## config.mk

```make
export PLATFORM = sky130hd
export DESIGN_NAME = uart_program_loader
export DESIGN_NICKNAME = d
export VERILOG_FILES = /design/src/rtl/uart_program_loader.sv
export SDC_FILE = /design/constraint.sdc
export NUM_CORES = 1
export LEC_CHECK = 0
export ABC_AREA = 0
export BUFFER_PORTS_ARGS = -buffer_cell sky130_fd_sc_hd__buf_2
export CORE_MARGIN = 8
export CORE_UTILIZATION = 25
export DETAILED_ROUTE_END_ITERATION = 10
export GPL_TIMING_DRIVEN = 0
export SLEW_MARGIN = 20
export SYNTH_ARGS = -nofsm -noshare
export SYNTH_HDL_FRONTEND = slang
export SYNTH_SLANG_ARGS = --single-unit
```

## constraint.sdc

```tcl
create_clock -name clk -period 2.95 [get_ports clk]
set_clock_uncertainty 0.2 [all_clocks]
set_input_delay 0.295 -clock clk [delete_from_list [all_inputs] [get_ports clk]]
set_output_delay 0.295 -clock clk [all_outputs]
set_load 0.03 [all_outputs]
```

## src/rtl/uart_program_loader.sv

```systemverilog
// Packs UART receiver bytes into memory words (LSB byte first) and writes them to
// consecutive instruction-memory addresses until a halt word, address overflow or timeout.
module uart_program_loader #(
  parameter int unsigned       D_BIT         = 8,
  parameter int unsigned       WORD_BYTES    = 4,
  parameter int unsigned       ADDR_W        = 10,
  parameter logic [15:0]       TIMEOUT_TICKS = 16'd40000,
  parameter int unsigned       WORD_W        = D_BIT * WORD_BYTES,
  parameter logic [WORD_W-1:0] HALT_WORD     = {WORD_W{1'b1}}
) (
  input  logic              clk,
  input  logic              rst_n,
  input  logic              start,
  input  logic              s_tick,
  input  logic              rx_done,
  input  logic [D_BIT-1:0]  d_in,
  output logic              mem_we,
  output logic [ADDR_W-1:0] mem_addr,
  output logic [WORD_W-1:0] mem_wdata,
  output logic              busy,
  output logic              load_done,
  output logic              error,
  output logic [ADDR_W:0]   word_count
);

  localparam int unsigned IDX_W = (WORD_BYTES > 1) ? $clog2(WORD_BYTES) : 1;
  localparam logic [IDX_W-1:0]  LAST_IDX = IDX_W'(WORD_BYTES - 1);
  localparam logic [ADDR_W-1:0] MAX_ADDR = {ADDR_W{1'b1}};

  typedef enum logic [4:0] {
    S_IDLE  = 5'b00001,
    S_WAIT  = 5'b00010,
    S_WRITE = 5'b00100,
    S_DONE  = 5'b01000,
    S_ERROR = 5'b10000
  } state_t;

  state_t            state_q, state_d;
  logic              rx_done_q, rx_done_d;
  logic [IDX_W-1:0]  byte_idx_q, byte_idx_d;
  logic [15:0]       timer_q, timer_d;
  logic [WORD_W-1:0] shift_q, shift_d;
  logic [WORD_W-1:0] mem_wdata_q, mem_wdata_d;
  logic [ADDR_W-1:0] mem_addr_q, mem_addr_d;
  logic [ADDR_W:0]   word_count_q, word_count_d;
  logic              mem_we_q, mem_we_d;
  logic              busy_q, busy_d;
  logic              load_done_q, load_done_d;
  logic              error_q, error_d;

  logic rx_ev;
  logic take_byte;
  logic word_full;

  always_comb begin
    state_d      = state_q;
    rx_done_d    = rx_done;
    byte_idx_d   = byte_idx_q;
    timer_d      = timer_q;
    shift_d      = shift_q;
    mem_wdata_d  = mem_wdata_q;
    mem_addr_d   = mem_addr_q;
    word_count_d = word_count_q;

    rx_ev     = rx_done & ~rx_done_q;
    take_byte = rx_ev & ((state_q == S_WAIT) | (state_q == S_WRITE));
    word_full = 1'b0;

    // A byte arriving during the write cycle simply starts the next word.
    if (take_byte) begin
      for (int i = 0; i < int'(WORD_BYTES); i++) begin
        if (byte_idx_q == IDX_W'(i)) begin
          shift_d[i*D_BIT +: D_BIT] = d_in;
        end
      end
      timer_d = '0;
      if (byte_idx_q == LAST_IDX) begin
        word_full  = 1'b1;
        byte_idx_d = '0;
      end else begin
        byte_idx_d = byte_idx_q + 1'b1;
      end
    end

    case (state_q)
      S_IDLE, S_DONE, S_ERROR: begin
        if (start) begin
          state_d      = S_WAIT;
          mem_addr_d   = '0;
          word_count_d = '0;
          byte_idx_d   = '0;
          timer_d      = '0;
        end
      end
      S_WAIT: begin
        if (take_byte) begin
          if (word_full) begin
            mem_wdata_d = shift_d;
            state_d     = S_WRITE;
          end
        end else if (s_tick && (byte_idx_q != '0)) begin
          if (timer_q == TIMEOUT_TICKS - 16'd1) begin
            state_d = S_ERROR;
          end else begin
            timer_d = timer_q + 16'd1;
          end
        end
      end
      S_WRITE: begin
        word_count_d = word_count_q + 1'b1;
        if (mem_wdata_q == HALT_WORD) begin
          state_d = S_DONE;
        end else if (mem_addr_q == MAX_ADDR) begin
          state_d = S_ERROR;
        end else begin
          mem_addr_d = mem_addr_q + 1'b1;
          state_d    = S_WAIT;
        end
      end
      default: state_d = S_IDLE;
    endcase

    mem_we_d    = (state_d == S_WRITE);
    busy_d      = (state_d == S_WAIT) | (state_d == S_WRITE);
    load_done_d = (state_d == S_DONE);
    error_d     = (state_d == S_ERROR);
  end

  always_ff @(posedge clk) begin
    if (!rst_n) begin
      state_q      <= S_IDLE;
      rx_done_q    <= 1'b0;
      byte_idx_q   <= '0;
      timer_q      <= '0;
      shift_q      <= '0;
      mem_wdata_q  <= '0;
      mem_addr_q   <= '0;
      word_count_q <= '0;
      mem_we_q     <= 1'b0;
      busy_q       <= 1'b0;
      load_done_q  <= 1'b0;
      error_q      <= 1'b0;
    end else begin
      state_q      <= state_d;
      rx_done_q    <= rx_done_d;
      byte_idx_q   <= byte_idx_d;
      timer_q      <= timer_d;
      shift_q      <= shift_d;
      mem_wdata_q  <= mem_wdata_d;
      mem_addr_q   <= mem_addr_d;
      word_count_q <= word_count_d;
      mem_we_q     <= mem_we_d;
      busy_q       <= busy_d;
      load_done_q  <= load_done_d;
      error_q      <= error_d;
    end
  end

  assign mem_we     = mem_we_q;
  assign mem_addr   = mem_addr_q;
  assign mem_wdata  = mem_wdata_q;
  assign busy       = busy_q;
  assign load_done  = load_done_q;
  assign error      = error_q;
  assign word_count = word_count_q;

endmodule

```

### After elaboration in Yosys (flattened, before gate mapping)

Index checks and enable logic that the tools add are counted.

* add/sub/neg operators: 4
* eq/ne operators: 18
* mux-type cells: 31
* bitwise logic cells: 5
* reduce and logical (&&, ||, !) cells: 8

Operator list (number)
* 16-bit two-way mux: 5
* 5-bit two-way mux: 7
* 32-bit equality test, second input constant: 1
* 32-bit two-way mux: 1
* 8-bit two-way mux: 4
* 16-bit case mux with 2 select lines: 1
* 10-bit two-way mux: 3
* 11-bit case mux with 2 select lines: 1
* 10-bit case mux with 2 select lines: 1
* 16-bit by 1-bit adder with 16-bit output, second input constant: 1
* 16-bit equality test, second input constant: 1
* 5-bit case mux with 3 select lines: 1
* 11-bit by 1-bit adder with 11-bit output, second input constant: 1
* 11-bit two-way mux: 1
* 10-bit by 1-bit adder with 10-bit output, second input constant: 1
* 10-bit equality test, second input constant: 1
* 5-bit by 2-bit equality test with 1-bit output, second input constant: 2
* 5-bit by 3-bit equality test with 1-bit output, second input constant: 2
* 5-bit by 4-bit equality test with 1-bit output, second input constant: 2
* 5-bit equality test, second input constant: 2
* 2-bit two-way mux: 4
* 2-bit != test, second input constant: 3
* 5-bit by 1-bit equality test with 1-bit output, second input constant: 1
* 2-bit equality test, second input constant: 2
* 13 further kinds: 17

* bits in registers: 113
* input port bits: 13
* output and inout port bits: 57

### Logic depth before layout (Yosys ltp)

Gate-level depths: netlist of the first run.

* word-level depth: 9
* gate-level depth with buffers: 8

### Least setup slack after synthesis of the first run

No wires, ideal clock.

* path type: register -> register
* start point: register mem_addr_q[0], in the netlist mem_addr[0]
* end point: register mem_addr_q[2], in the netlist mem_addr[2]
* arrival time: 2046 ps
* required time: 2680 ps
* slack: 634 ps
* cell stages (with the launch flop): 8
* clock period less this slack: 2316 ps
* cell sequence: dfxtp_1 ha_1 and3_1 and4_1 a211o_1 buf_6 or4_1 a21oi_1

* cells in the longest elaborated chain, start to end: 4
* elaborated cells on any way between the ends: 7
* those cells by class: add/sub: 1; eq/ne: 2; mux: 3; reduce/logical: 1

RTL lines
* from (decl): line 44 `logic [ADDR_W-1:0] mem_addr_q, mem_addr_d;`
* from (signal assigned): line 150 `mem_addr_q <= mem_addr_d;`
* 10-bit by 1-bit adder with 10-bit output: line 116 `mem_addr_d = mem_addr_q + 1'b1;`
* 10-bit two-way mux: line 113 `end else if (mem_addr_q == MAX_ADDR) begin`
* 10-bit two-way mux: line 111 `if (mem_wdata_q == HALT_WORD) begin`
* 10-bit case mux with 2 select lines: line 85 `case (state_q)`

Parallel ways exist; a longest one is shown, timed or not. The select of a mux whose other input is x is not followed.
A chain may end at the register's enable or synchronous reset.

### Worst setup path after layout of the first run

* start point: input port rx_done
* end point: register mem_wdata_q[8], in the netlist mem_wdata[8]

* cells in the longest elaborated chain, start to end: 4
* elaborated cells on any way between the ends: 5
* those cells by class: mux: 2; bitwise: 2; reduce/logical: 1

RTL lines
* from (decl): line 15 `input logic rx_done,`
* 1-bit AND *: line 65 `rx_ev = rx_done & ~rx_done_q;`
* 1-bit AND *: line 66 `take_byte = rx_ev & ((state_q == S_WAIT) | (state_q == S_WRITE));`
* 1-bit two-way mux: line 70 `if (take_byte) begin`
* 3-bit AND reduction (no line)
* to (signal assigned): line 149 `mem_wdata_q <= mem_wdata_d;`
* to (decl): line 43 `logic [WORD_W-1:0] mem_wdata_q, mem_wdata_d;`

Mark *: on every way between the ends. The rest lies on a longest branch, timed or not.

==> impl_metrics.tcl, run 1 <==
set metrics [dict create \
    grt_pass1_wl_mm 22.16 \
    grt_max_degree 23 \
    start_util_pct 25.21 \
    dr.pass1.iters 5 \
    die-area_sq_um 23300 \
    die_w_um 152.7 \
    synthArstFlopShare_pct 0 \
    cts.sinks 105 \
    drtIter0Drc 287 \
    intPower_mw 2.099 \
    outcome "finished clean" \
    rrSetupSlack_ns 0.38 \
    arrival_ns 2.67 \
    synth_ff_type "dfxtp_1" \
    period_share_pct 89.44 \
    clk_latency_ns 0.36 \
    grt_pass1_vias 4222 \
    syn_inst 531 \
    ys_top_cells_by_area "dfxtp_1 (45%), mux2i_1 (6.2%), nor2_1 (5.3%)" \
    instances_no_fill 851 \
    p_leak_nw 2.256 \
    hold_viol 0 \
    synth_compound_area_share_pct 17.42 \
    pwr-share-seq_pct 49.8 \
    setup-violations-final 0 \
    setup_tns_ns 0 \
    viasPerCell 5.055 \
    yosys_warnings 0 \
    synthMostInstantiatedCell "dfxtp_1" \
    endpoint_kind "flip-flop" \
    layout-drive-gt1-share_pct 16.86 \
    synth_simple_gate_area_share_pct 24.39 \
    htree_levels 3 \
    min_path_type "primary input to flip-flop" \
    postCtsSetupBuffers 0 \
    synth_cell_types 57 \
    vdd.ir_drop.worst_mv 0.3453 \
    cts_resized 0 \
    hold_depth 3 \
    ys_seq_elements 105 \
    core_area_sq_um 18520 \
    syn_avg_cell_area_sq_um 8.791 \
    clkPwrFrac_pct 43.4 \
    cts_buffer_depth 2 \
    num_rows 50 \
    holdCritStartpoint "d_in[2]" \
    antennaDiodeCount 0 \
    cts-root-buf "clkbuf_16" \
    io_buffers 69 \
    die_h_um 152.7 \
    synth_edf_count 0 \
    cts_made_buffers 9 \
    synth_top_family_by_area "simple AND/OR/NAND/NOR gates" \
    min_period_ns 2.638 \
    dp.cells 834 \
    min_to "mem_wdata[26]$_SDFFE_PN0P_" \
    hold_buffers 1 \
    ys_seq_area_share_pct 45.03 \
    drt_wl_total_mm 13.57 \
    finalPower_mw 2.873 \
    p_sw_mw 0.7745 \
    routedWlPerCell_um 15.94 \
    p_per_area_nw_per_um2 510.3 \
    relSlewSlack_pct 43.84 \
    setup_ws_ns 0.3116 \
    fin_nets 632 \
    max_slew.worst_pin.slew_ns 0.8347 \
    criticalPathCategory "primary input to flip-flop" \
    synthDominantCellAreaShare_pct 45.03 \
    cts_tree "built" \
    p_comb_share_pct 6.8 \
    max_clock_freq_mhz 379.0 \
    timing.rr.end "timer_q[14]$_SDFF_PN0_" \
    syn-num-nets 551 \
    synth_xor_area_share_pct 1.287 \
    synth_fa_ha_area_share_pct 1.876 \
    dpl.hpwl_mm 9.957 \
    cp.required_ns 2.98 \
    place_ws_ns 0.4401 \
    drv_slew 0 \
    route.detailed.drc 0 \
    num_vias 4302 \
    grt_usage_pct 11.50 \
    syn_area_sq_um 4668 \
    r2r_start "byte_idx_q[0]$_SDFF_PN0_" \
    gp_congestion 0.8008 \
    grt_overflow 0 \
    muxShareOfSynthArea_pct 6.218 \
    reg2regPathDepth 7 \
    start_kind "primary input" \
    ys_top_cells_by_count "dfxtp_1 (105), nor2_1 (66), nand2_1 (42)" \
    swShare_pct 26.95 \
    synth.largest_area_cell "dfxtp_1" \
    clk_pin_slew_worst_paths_ns 0.09 \
    antenna_found_initial 0 \
    final_antenna_net_count 0 \
    rsz0062_at_grt "false" \
    area_delta_synth_final_pct 20.61 \
    worstPathMaxFanout 8 \
    cap_violations 0 \
    ios 70 \
]
## layer usage
metal / global-route usage (%) / part of all wire, % / wire [um]
met3: 3.460 / 6.1 / 833
met4: 1.697 / 0.57 / 78
met1: 15.19 / 48 / 6477
met2: 18.44 / 46 / 6180
met5: 0 / 0 / 0
## through the flow
step	util (%)	cell area, sq um	hold slack [ns]
after floorplan	-	4668	0.2167
after global placement	28.66	5306	0.2641
after detailed placement	28.66	5306	0.2691
after CTS	30.41	5630	0.01758
after global routing	30.41	5630	0.02386
final	30.41	5630	0.01942
## worst max path at each step
stage	start	end	slack, ns	depth (start not counted)
6_report	rx_done	mem_wdata[8]$_SDFFE_PN0P_	0.31	8
5_1_grt	rx_done	mem_wdata[11]$_SDFFE_PN0P_	0.16	8
4_1_cts	rx_done	mem_wdata[8]$_SDFFE_PN0P_	0.29	8
3_5_place_dp	byte_idx_q[0]$_SDFF_PN0_	timer_q[14]$_SDFF_PN0_	0.44	7
3_3_place_gp	byte_idx_q[0]$_SDFF_PN0_	timer_q[14]$_SDFF_PN0_	0.46	7
2_1_floorplan	mem_addr[0]$_SDFFE_PN0P_	mem_addr[2]$_SDFFE_PN0P_	0.63	7
## critical path, cell delays in order
cell           delay (ns)
dlygate4sd3_1        0.53
buf_2                0.11
nor2b_1              0.49
and3_1               0.24
clkbuf_1             0.21
nand2_1              0.34
mux2i_1              0.35
a211oi_1             0.11
## kinds of logic after synthesis
logic type	Yosys count
compound gates	120
xor+xnor	6
fa+ha+maj	7
buf+inv	42
flops	105
mux	29
simple gates	222
## area by class of cell
| cell class | count | area [sq um] |
|---|---|---|
| clock inverters | 7 | 88.84 |
| repair buffers | 70 | 355.3 |
| inverters | 10 | 37.54 |
| fillers | 1999 | 12890 |
| well taps | 234 | 292.8 |
| multi-input cells | 384 | 2390 |
| clock buffers | 9 | 225.2 |
| plain buffers | 32 | 138.9 |
| flip-flops and latches | 105 | 2102 |
## sequential cells by signal, summed over array words and instances, names as in the netlist
| name | flops |
|---|---|
| shift_q | 24 |
| mem_we | 1 |
| byte_idx_q | 2 |
| timer_q | 16 |
| mem_wdata | 32 |
| rx_done_q | 1 |
| word_count | 11 |
| load_done | 1 |
| state_q | 5 |
| mem_addr | 10 |
| error | 1 |
| busy | 1 |
## placed cells by master (no fill, tap or decap), types with 3 or more instances in the layout
| master | n |
|---|---|
| nand3b_1 | 3 |
| and2_1 | 7 |
| and3_1 | 13 |
| o31ai_1 | 8 |
| o211ai_1 | 6 |
| inv_1 | 9 |
| or4_1 | 9 |
| a31oi_1 | 4 |
| clkbuf_1 | 19 |
| nand4_1 | 17 |
| nand2_1 | 42 |
| a22oi_1 | 3 |
| ha_1 | 7 |
| nand3_1 | 29 |
| clkbuf_16 | 9 |
| a21oi_1 | 34 |
| buf_2 | 78 |
| nor3_1 | 6 |
| nor2b_1 | 3 |
| or3_1 | 9 |
| dfxtp_1 | 105 |
| xnor2_1 | 3 |
| a211oi_1 | 29 |
| nor2_1 | 66 |
| o21ai_0 | 12 |
| nor4_1 | 4 |
| buf_1 | 3 |
| and4_1 | 3 |
| mux2i_1 | 29 |
## power groups by stage
stage | Clock, mW | Sequential, mW | Combinational, mW
after detailed placement | 0 | 1.46 | 0.192
after global routing | 1.33 | 1.43 | 0.212
after global placement | 0 | 1.46 | 0.192
final | 1.25 | 1.43 | 0.195
after CTS | 1.27 | 1.43 | 0.194
after floorplan | 0 | 1.47 | 0.125
No activity file was read; power rests on OpenSTA's default activity.
==> inputs of run 2 (changes only) <==
--- a/config.mk
+++ b/config.mk
@@ -8,9 +8,10 @@
 export ABC_AREA = 0
 export BUFFER_PORTS_ARGS = -buffer_cell sky130_fd_sc_hd__buf_2
 export CORE_MARGIN = 8
-export CORE_UTILIZATION = 25
+export CORE_UTILIZATION = 45
 export DETAILED_ROUTE_END_ITERATION = 10
 export GPL_TIMING_DRIVEN = 0
+export PLACE_DENSITY = 0.66
 export SLEW_MARGIN = 20
 export SYNTH_ARGS = -nofsm -noshare
 export SYNTH_HDL_FRONTEND = slang
==> impl_metrics.tcl, run 2 (synthesis gave the netlist of run 1 again) <==
set metrics [dict create \
    outcome "finished clean" \
    criticalPathCategory "primary input to flip-flop" \
    num_vias 4329 \
    io_buffers 69 \
    period_share_pct 86.26 \
    clk_latency_ns 0.38 \
    r2r_start "mem_addr[0]$_SDFFE_PN0P_" \
    intPower_mw 1.817 \
    hold_depth 3 \
    cap_violations 0 \
    drtIter0Drc 289 \
    rrSetupSlack_ns 0.48 \
    layout-drive-gt1-share_pct 16.61 \
    start_kind "primary input" \
    drt_wl_total_mm 12.42 \
    ios 70 \
    rsz0062_at_grt "false" \
    antennaDiodeCount 0 \
    fin_hold_ws_ns 0.02063 \
    cts_buffer_depth 2 \
    dr.pass1.iters 5 \
    route.met2.wl_mm 5.728 \
    cts.sinks 105 \
    cp_num_buf_inv 3 \
    min_period_ns 2.545 \
    die_h_um 117.9 \
    critical_path.cell_chain "dlygate4sd3_1, buf_2, nor2b_1, and3_1, clkbuf_1, nand2_1, mux2i_1, a211oi_1" \
    vdd.ir_drop.worst_mv 0.2789 \
    grt_overflow 0 \
    timing.rr.end "mem_addr[1]$_SDFFE_PN0P_" \
    wl_met1_mm 5.773 \
    grt_pass1_wl_mm 20.90 \
    fin_nets 635 \
    postCtsSetupBuffers 0 \
    fillers 990 \
    post-route-util_pct 53.16 \
    max_slew.worst_pin.slew_ns 0.7311 \
    final_common_cell "dfxtp_1" \
    grt_usage_pct 17.91 \
    clkPwrFrac_pct 35.1 \
    largest_reg_flops 32 \
    holdCritStartpoint "d_in[0]" \
    final_antenna_net_count 0 \
    cts-root-buf "clkbuf_8" \
    place_area_sq_um 5184 \
    die_w_um 117.9 \
    relSlewSlack_pct 50.81 \
    p_leak_nw 2.212 \
    gp_congestion 0.8676 \
    core_area_sq_um 10180 \
    num_rows 37 \
    setup-violations-final 0 \
    viasPerCell 5.726 \
    p_sw_mw 0.6875 \
    cts_made_buffers 9 \
    min_path_type "primary input to flip-flop" \
    hold_buffers 4 \
    die-area_sq_um 13890 \
    route.detailed.drc 0 \
    htree_levels 3 \
    arrival_ns 2.61 \
    reg2regPathDepth 6 \
    wl_met3_um 719 \
    worstPathMaxFanout 8 \
    most-common-layout-cells "dfxtp_1 (105), buf_2 (78), nor2_1 (66)" \
    routedWlPerCell_um 16.42 \
    dpl.hpwl_mm 9.098 \
    cts_tree "built" \
    antenna_found_initial 0 \
    start_util_pct 45.84 \
    max_clock_freq_mhz 393.0 \
    final_area_sq_um 5414 \
    slowest_stage "dlygate4sd3_1" \
    min_to "mem_wdata[24]$_SDFFE_PN0P_" \
    grt_pass1_vias 4210 \
    setup_tns_ns 0 \
    crit_family "simple AND/OR/NAND/NOR gates" \
    pwr-share-seq_pct 57.2 \
    slowest_delay_ns 0.52 \
    cts_resized 0 \
    area_delta_synth_final_pct 15.97 \
    endpoint_kind "flip-flop" \
    p_per_area_nw_per_um2 462.5 \
    drv_slew 0 \
    swShare_pct 27.45 \
    cp.required_ns 3.01 \
    clk_pin_slew_worst_paths_ns 0.11 \
    hold_viol 0 \
    dr.max_layer_used "met4" \
    grt_max_degree 20 \
    p_comb_share_pct 7.7 \
]
-- run 2: cell count changes in the layout (fill, tap and decap cells not counted) --
| cell | change |
|---|---|
| inv_8 | -1 |
| clkinv_4 | +1 |
| inv_6 | +1 |
| clkbuf_1 | +1 |
| inv_12 | -1 |
| clkinv_8 | -1 |
| dlygate4sd3_1 | +3 |
| clkbuf_8 | +9 |
| clkbuf_16 | -9 |
-- run 2: layout make-up --
cell class                 count  area (sq um)  area share, %
timing repair buffer          73         385.4          7.118
inverter                      10         37.54         0.6933
sequential                   105          2102          38.83
multi-input combinational    384          2390          44.14
tap                          136         170.2          3.143
clock buffer                  10         127.6          2.357
clock inverter                 6         62.56          1.156
buffer                        32         138.9          2.565
-- run 2: worst max path at each step --
stage,start,endpoint,slack (ns),cells after the start
after detailed placement,state_q[0]$_SDFF_PN1_,mem_wdata[14]$_SDFFE_PN0P_,0.50,7
final,rx_done,mem_wdata[9]$_SDFFE_PN0P_,0.41,8
after CTS,rx_done,mem_wdata[9]$_SDFFE_PN0P_,0.41,8
after global routing,rx_done,mem_wdata[14]$_SDFFE_PN0P_,0.17,8
after floorplan,mem_addr[0]$_SDFFE_PN0P_,mem_addr[2]$_SDFFE_PN0P_,0.63,7
after global placement,mem_addr[0]$_SDFFE_PN0P_,mem_addr[5]$_SDFFE_PN0P_,0.52,6
-- run 2: power groups by stage --
| stage | clock network, mW | logic, mW | registers, mW |
|---|---|---|---|
| CTS | 0.894 | 0.193 | 1.43 |
| global route | 0.950 | 0.212 | 1.43 |
| detailed placement | 0 | 0.188 | 1.46 |
| finish | 0.878 | 0.194 | 1.43 |
| floorplan | 0 | 0.125 | 1.47 |
| global placement | 0 | 0.187 | 1.46 |
-- run 2: metal layers --
| metal | GRT usage [%] | vias to the layer above |
|---|---|---|
| li1 | - | 2127 |
| met1 | 23.49 | 2058 |
| met2 | 28.83 | 126 |
| met4 | 5.364 | 0 |
| met5 | 0 | - |
| met3 | 3.837 | 18 |
-- run 2: worst reg2reg max path, cell delays in order, from the launching register on --
cell and delay (ns):
dfxtp_1 0.40, ha_1 0.26, and3_1 0.23, and4_1 0.25, a211oi_1 0.64, a21boi_0 0.20
o21a_1 0.21
-- run 2: metrics by stage --
stage	total power, mW	std cells	worst slack [ns]
final	2.504	756	0.4055
after global routing	2.596	756	0.1734
after CTS	2.520	756	0.4115
after detailed placement	1.653	736	0.5029
after floorplan	1.591	531	0.6342
after global placement	1.652	736	0.5192
==> inputs of run 3 (changes only) <==
--- a/config.mk
+++ b/config.mk
@@ -5,7 +5,7 @@
 export SDC_FILE = /design/constraint.sdc
 export NUM_CORES = 1
 export LEC_CHECK = 0
-export ABC_AREA = 0
+export ABC_AREA = 1
 export BUFFER_PORTS_ARGS = -buffer_cell sky130_fd_sc_hd__buf_2
 export CORE_MARGIN = 8
 export CORE_UTILIZATION = 45
==> impl_metrics.tcl, run 3 <==
set metrics [dict create \
    outcome "finished clean" \
    cts_resized 0 \
    synthArstFlopShare_pct 0 \
    grt_overflow 0 \
    period_share_pct 73.96 \
    final_antenna_net_count 0 \
    rsz0062_at_grt "false" \
    grt_max_degree 20 \
    post-route-util_pct 52.95 \
    die_w_um 123.5 \
    p_leak_nw 2.561 \
    syn-num-nets 813 \
    die-area_sq_um 15260 \
    finalPower_mw 2.770 \
    syn_area_sq_um 5202 \
    drt_wl_total_mm 13.44 \
    synth_edf_count 0 \
    cts_made_buffers 9 \
    seqCellArea_sq_um 2102 \
    min_period_ns 2.182 \
    hold_viol 0 \
    arrival_ns 2.24 \
    synthDominantCellAreaShare_pct 40.40 \
    ys_seq_area_share_pct 40.40 \
    htree_levels 3 \
    cts_tree "built" \
    final_common_cell "nand2_1" \
    cap_violations 0 \
    max_clock_freq_mhz 458.3 \
    vdd.ir_drop.worst_mv 0.5101 \
    cts_buffer_depth 2 \
    io_buffers 69 \
    setup_tns_ns 0 \
    multi_input_area_sq_um 2524 \
    min_path_type "primary input to flip-flop" \
    setup-violations-final 0 \
    timing.rr.end "mem_addr[0]$_SDFFE_PN0P_" \
    instances_no_fill 1022 \
    p_per_area_nw_per_um2 460.0 \
    dpl.hpwl_mm 9.908 \
    largest_reg_flops 32 \
    dp.cells 1005 \
    reg2regPathDepth 11 \
    ys_seq_elements 105 \
    ys_top_cells_by_count "nand2_1 (176), nor2_1 (148), inv_1 (108)" \
    routedWlPerCell_um 13.15 \
    ios 70 \
    synth_cell_types 34 \
    syn_inst 793 \
    cts-root-buf "clkbuf_16" \
    dr.pass1.iters 6 \
    area_delta_synth_final_pct 15.73 \
    antennaDiodeCount 0 \
    num_vias 5052 \
    hold_buffers 1 \
    grt_usage_pct 18.08 \
    max_slew.worst_pin.slew_ns 0.6164 \
    drv_slew 0 \
    start_util_pct 45.76 \
    endpoint_kind "flip-flop" \
    synth_ff_type "dfxtp_1" \
    route.detailed.drc 0 \
    relSlewSlack_pct 58.90 \
    synthMostInstantiatedCell "nand2_1" \
    synth.largest_area_cell "dfxtp_1" \
    yosys_warnings 0 \
    gp_congestion 0.8901 \
    drtIter0Drc 359 \
    clk_pin_slew_worst_paths_ns 0.07 \
    antenna_found_initial 0 \
    postCtsSetupBuffers 0 \
    syn_avg_cell_area_sq_um 6.561 \
    r2r_start "mem_addr[0]$_SDFFE_PN0P_" \
    worstPathMaxFanout 10 \
    grt_pass1_vias 4510 \
    criticalPathCategory "flip-flop to flip-flop" \
    fillers 1195 \
    clk_latency_ns 0.36 \
    cts.sinks 105 \
    viasPerCell 4.943 \
    fin_nets 894 \
    rrSetupSlack_ns 0.77 \
    ys_top_cells_by_area "dfxtp_1 (40%), nand2_1 (13%), nor2_1 (11%)" \
    cp.required_ns 3.01 \
    startpoint "mem_addr[0]$_SDFFE_PN0P_" \
    start_kind "flip-flop" \
    die_h_um 123.5 \
    grt_pass1_wl_mm 21.78 \
    cp-endpoint "mem_addr[0]$_SDFFE_PN0P_" \
    most-common-layout-cells "nand2_1 (176), nor2_1 (148), inv_1 (108)" \
    core_area_sq_um 11370 \
    num_rows 39 \
    layout-drive-gt1-share_pct 13.08 \
]
run 3: cell types whose count changed after synthesis, moves of 7 or more:
cell      previous run  this run
a211oi_1            29         1
and2_1               7         0
and3_1              13         0
inv_1                9       108
mux2i_1             29         0
nand2_1             42       176
nand3_1             29        53
nand4_1             17        10
nor2_1              66       148
nor3_1               6        19
o21ai_0             12        64
o31ai_1              8         0
or3_1                9         0
or4_1                9         0
run 3: critical path, cell delays in order, from the launching register on:
cell and delay, ns:
dfxtp_1 0.49, ha_1 0.25, nand2_1 0.08, inv_1 0.06, nand3_1 0.13, nor2_1 0.20
nor2_1 0.06, nand2_1 0.06, nand2_1 0.06, clkbuf_1 0.24, o21ai_0 0.20, nor2_1 0.06
run 3: cells by family after synthesis:
kind of cell / after synthesis / share of synthesized area [%]
fa+ha+maj: 7 / 1.683
compound gates: 115 / 11.45
xor+xnor: 6 / 1.010
buf+inv: 140 / 11.09
simple gates: 420 / 34.37
flops: 105 / 40.40
run 3: cell type report:
type | instances | share of cell area, %
repair buffers | 70 | 5.902
well taps | 143 | 2.972
plain buffers | 29 | 2.639
multi-input cells | 548 | 41.92
inverters | 111 | 6.941
clock buffers | 9 | 3.741
flip-flops and latches | 105 | 34.91
clock inverters | 7 | 0.9767
run 3: per-layer routing:
layer	track usage, %	up-vias	part of all wire, %	wire (um)
met5	0	-	0	0
met4	6.396	0	1.8	248
met3	5.160	19	6.4	865
met2	28.62	113	46	6124
met1	23.06	2275	46	6198
li1	-	2645	-	-
run 3: metrics by stage:
| stage | setup WS [ns] | hold slack (ns) | cell area [sq um] |
|---|---|---|---|
| floorplan | 0.8749 | 0.1885 | 5202 |
| global placement | 0.8012 | 0.2705 | 5727 |
| detailed placement | 0.8066 | 0.2750 | 5727 |
| CTS | 0.7806 | 0.03860 | 6021 |
| global route | 0.5672 | 0.05043 | 6021 |
| finish | 0.7680 | 0.05030 | 6021 |
run 3: report_power, final:
part	internal, mW	switching [mW]	leakage [nW]
registers	1.42	0.00781	0.846
logic	0.0398	0.129	1.57
clock network	0.589	0.578	0.144
total	2.05	0.716	2.56
run 3: worst min-delay path by stage:
stage / start / end / slack (ns) / cells after the start
finish: d_in[4] / mem_wdata[28]$_SDFFE_PN0P_ / 0.05 / 3
global route: d_in[0] / mem_wdata[24]$_SDFFE_PN0P_ / 0.05 / 3
CTS: d_in[4] / mem_wdata[28]$_SDFFE_PN0P_ / 0.04 / 3
detailed placement: timer_q[14]$_SDFF_PN0_ / timer_q[14]$_SDFF_PN0_ / 0.28 / 2
global placement: timer_q[14]$_SDFF_PN0_ / timer_q[14]$_SDFF_PN0_ / 0.27 / 2
floorplan: rx_done / rx_done_q$_SDFF_PN0_ / 0.19 / 2
